[config.mk]
export PLATFORM = sky130hd
export DESIGN_NAME = alu_8bit_core
export DESIGN_NICKNAME = d
export VERILOG_FILES = /design/src/rtl/alu_8bit_core.sv
export SDC_FILE = /design/constraint.sdc
export NUM_CORES = 1
export LEC_CHECK = 0
export CAP_MARGIN = 20
export CORE_ASPECT_RATIO = 0.5
export CORE_MARGIN = 3
export CORE_UTILIZATION = 50
export CTS_CLUSTER_SIZE = 8
export DETAILED_ROUTE_END_ITERATION = 8
export MAX_ROUTING_LAYER = met4
export PLACE_DENSITY = 0.82
export SLEW_MARGIN = 40
export SYNTH_ARGS = -nofsm -noshare
export SYNTH_HDL_FRONTEND = slang
export SYNTH_SLANG_ARGS = --single-unit
[constraint.sdc]
create_clock -name clk -period 4.45 [get_ports clk]
set_clock_uncertainty 0.05 [all_clocks]
set_input_delay 0.89 -clock clk [delete_from_list [all_inputs] [get_ports clk]]
set_output_delay 0.89 -clock clk [all_outputs]
set_load 0.1 [all_outputs]
[src/rtl/alu_8bit_core.sv]
// -----------------------------------------------------------------------------
// alu_8bit_core
//   Registered 4-function integer ALU (ADD, SUB, AND, OR) with one register
//   stage. The result and the C/Z/N/V flags appear one clock after the
//   operands are presented with in_valid=1. With in_valid=0 the result and
//   flags hold their values and out_valid drops.
//
// Ports
//   clk        in   1      clock; all state updates on the rising edge
//   rst        in   1      synchronous, active-high reset (beats in_valid)
//   a          in   WIDTH  operand A
//   b          in   WIDTH  operand B
//   op         in   2      00 ADD, 01 SUB, 10 AND, 11 OR
//   in_valid   in   1      operands/op valid this cycle
//   f          out  WIDTH  registered result
//   carry      out  1      ADD carry-out / SUB borrow / 0 for logic ops
//   zero       out  1      f == 0
//   negative   out  1      f[WIDTH-1]
//   overflow   out  1      signed overflow for ADD/SUB / 0 for logic ops
//   out_valid  out  1      f and flags hold a new result this cycle
// -----------------------------------------------------------------------------
module alu_8bit_core #(
   parameter int WIDTH = 8
) (
   input  logic             clk,
   input  logic             rst,
   input  logic [WIDTH-1:0] a,
   input  logic [WIDTH-1:0] b,
   input  logic [1:0]       op,
   input  logic             in_valid,
   output logic [WIDTH-1:0] f,
   output logic             carry,
   output logic             zero,
   output logic             negative,
   output logic             overflow,
   output logic             out_valid
);

   localparam int MSB = WIDTH - 1;

   localparam logic [1:0] OP_ADD = 2'b00;
   localparam logic [1:0] OP_SUB = 2'b01;
   localparam logic [1:0] OP_AND = 2'b10;
   localparam logic [1:0] OP_OR  = 2'b11;

   // One extra bit on both paths: bit WIDTH of the sum is the carry-out,
   // bit WIDTH of the difference is the borrow (set exactly when a < b).
   logic [WIDTH:0]   sum_w;
   logic [WIDTH:0]   diff_w;

   logic [WIDTH-1:0] f_d;
   logic             carry_d;
   logic             overflow_d;

   logic [WIDTH-1:0] f_q;
   logic             carry_q;
   logic             zero_q;
   logic             negative_q;
   logic             overflow_q;
   logic             out_valid_q;

   assign sum_w  = {1'b0, a} + {1'b0, b};
   assign diff_w = {1'b0, a} - {1'b0, b};

   always_comb begin
      f_d        = '0;
      carry_d    = 1'b0;
      overflow_d = 1'b0;
      unique case (op)
         OP_ADD: begin
            f_d        = sum_w[MSB:0];
            carry_d    = sum_w[WIDTH];
            // Same-sign operands producing a result of the other sign.
            overflow_d = (a[MSB] == b[MSB]) && (sum_w[MSB] != a[MSB]);
         end
         OP_SUB: begin
            f_d        = diff_w[MSB:0];
            carry_d    = diff_w[WIDTH];
            // Opposite-sign operands where the result's sign departs from a.
            overflow_d = (a[MSB] != b[MSB]) && (diff_w[MSB] != a[MSB]);
         end
         OP_AND: f_d = a & b;
         OP_OR:  f_d = a | b;
         default: begin
            f_d        = '0;
            carry_d    = 1'b0;
            overflow_d = 1'b0;
         end
      endcase
   end

   // The result registers load only on in_valid, so unknown operands on
   // idle cycles can never reach the outputs.
   always_ff @(posedge clk) begin
      if (rst) begin
         f_q         <= '0;
         carry_q     <= 1'b0;
         zero_q      <= 1'b1;
         negative_q  <= 1'b0;
         overflow_q  <= 1'b0;
         out_valid_q <= 1'b0;
      end else begin
         out_valid_q <= in_valid;
         if (in_valid) begin
            f_q        <= f_d;
            carry_q    <= carry_d;
            zero_q     <= (f_d == '0);
            negative_q <= f_d[MSB];
            overflow_q <= overflow_d;
         end
      end
   end

   assign f         = f_q;
   assign carry     = carry_q;
   assign zero      = zero_q;
   assign negative  = negative_q;
   assign overflow  = overflow_q;
   assign out_valid = out_valid_q;

endmodule

==> run metrics <==
antenna fix cells 0; Post-synth ARST share 0%; GRT overflow 0; pin count of the biggest net entering global routing 23; cell area after synthesis 1709 um2; post-layout util 63.09%; Syn Nets 262; worst slew pin tran 0.7802 ns; CTS tree yes; max-slew violations 0; worst hold path type reg -> reg; Mapped Avg Cell Area 7.949 um2; Post-synth EDFFs 0; total power 504.3 uW; dpl hpwl 3200 um; Reg2Reg Depth 2; Hold Vio Cnt, Final 0; H-tree Lvls 1; crit path time final 3.361 ns; power share of the clock group 23.4%; vias in the first global route 1479; #FFs+latches synth 12; maximum clock path buffer count 2; Residual DRC 0; first-pass GRT wire length slightly below 7000 um; biggest area consumer among synthesized cells ha_1; PD cells ~250 nW/um2; crit path DAT 3.46 ns; Clock Sinks 12; IO Port Bufs 33; worst hold slack between 0.4 and 0.5 ns; status completed; Final GP Congestion about 0.9; Hold Buf Count CTS 0; pre-CTS setup slack around 0.84 ns; Crit. End Element flip-flop; TNS Setup 0 ns; DR pass1 iterations 4; root buf cell clkbuf_8; Post-synth top cells ha_1, nor2_1, inv_1, a21oi_1, dfxtp_1; top-count cell post-synth ha_1; number of fill cells 273; WL/cell 14.36 um; sequential fraction of the synthesis area 14.06%; Slew headroom 47.82%; initial antenna violation count 0; final setup violating endpoints 0; initial core utilization 54.51%; hold path depth 2; P_sw 221.1 uW; CTS resizes 0; vias 1643; P_int 283.2 uW; warnings from Yosys 0; postcts setup bufs 0; layout cells sized above 1 14.64%; area delta synth->final 15.74%; core area 3136 um2; I/O pin cnt 34; static leakage around 0.90 nW; Syn Inst Count around 220; Flop pwr share 23.9%; CP Launch Type input port; data required time of the worst path 4.55 ns; Worst-Skew Late Latency between 0.2 and 0.25 ns; die width approximately 90 um; synth unique cells 57; largest cells by area after synthesis ha_1, dfxtp_1, nor2_1; initial drt markers roughly 110; switching part of the total 43.85%; row cnt 14; combinational group share of total power 52.7%; final setup margin 1.089 ns; Reg clk slew, reported paths around 0.05 ns; total wire length 4006 um; max-cap violation count 0; Die Ht 47.34 um; Synth Flop Type dfxtp_1; fin nets about 290; RSZ-0062 raised after global routing false; Die ar. 4198 um2; crit path kind in -> reg; Total GRT Usage 21.48%; CTS Buf Count 3; vias per cell a little under 6; Max VDD drop 0.1250 mV; Peak Freq ~300 MHz; Synth top area share 17.57%; post-route ant nets 0; fin crit share 75.52%; CP Max Fanout 4
-- flip-flops by register name (all words and copies together), names as in the netlist --
name and flops:
zero 1, out_valid 1, overflow 1, f 8, carry 1
-- area by class of cell --
type | count | area (um2) | share of cell area, %
Clock buffer | 4 | 55.05 | 2.783
Inverter | 23 | 86.33 | 4.364
Multi-Input combinational cell | 165 | 1266 | 64.01
Sequential cell | 12 | 240.2 | 12.14
Tap cell | 40 | 50.05 | 2.530
Timing Repair Buffer | 35 | 280.3 | 14.17
-- path summary, 6_finish.rpt --
kind                                        start                 to  slack, ns
worst max register to register  f[5]$_SDFFE_PP0P_  f[5]$_SDFFE_PP0P_       3.60
worst max-delay path                         a[1]  zero$_SDFFE_PP1P_       1.09
worst min register to register  f[1]$_SDFFE_PP0P_  f[1]$_SDFFE_PP0P_       0.43
worst min-delay path            f[1]$_SDFFE_PP0P_  f[1]$_SDFFE_PP0P_       0.43
-- cells by family after synthesis --
| logic type | after synthesis | share of synthesized area, % |
|---|---|---|
| compound gates | 66 | 29.58 |
| simple gates | 63 | 19.18 |
| buf+inv | 38 | 11.86 |
| fa+ha+maj | 26 | 19.91 |
| flops | 12 | 14.06 |
| xor+xnor | 6 | 3.075 |
| mux | 4 | 2.343 |
-- stage by stage --
step           cells  area [um2]
3_3_place_gp     275        1988
3_5_place_dp     275        1923
5_1_grt          279        1978
6_report         279        1978
2_1_floorplan    215        1709
4_1_cts          279        1978
-- per-layer routing --
metal | share of wire (%) | global-route usage, %
met1 | 49 | 28.29
met2 | 40 | 34.51
met3 | 10 | 5.254
met4 | 0 | 2.711
met5 | 0 | -
-- power by group through the flow --
stage          registers [mW]  clock network [mW]  logic (mW)
2_1_floorplan           0.186                   0       0.147
3_3_place_gp            0.123                   0       0.268
3_5_place_dp            0.123                   0       0.263
4_1_cts                 0.120               0.121       0.264
5_1_grt                 0.122               0.126       0.287
6_report                0.121               0.118       0.266
-- cell usage in the layout (no fill, tap or decap), types with 7 or more instances in the layout --
master and count:
inv_1 21, clkdlybuf4s50_1 20, nor3_1 9, dfxtp_1 12, buf_2 13, ha_1 24
a21oi_1 14, nor2_1 22, a211oi_1 7, o21ai_0 9
-- worst max-delay path, stage by stage --
cell,delay (ns)
clkdlybuf4s50_1,0.57
inv_1,0.11
ha_1,0.34
a211oi_1,0.47
nor2_1,0.12
xnor2_1,0.16
a21oi_1,0.11
or3_1,0.39
o41ai_2,0.29
Power figures use the tool's default switching activity.
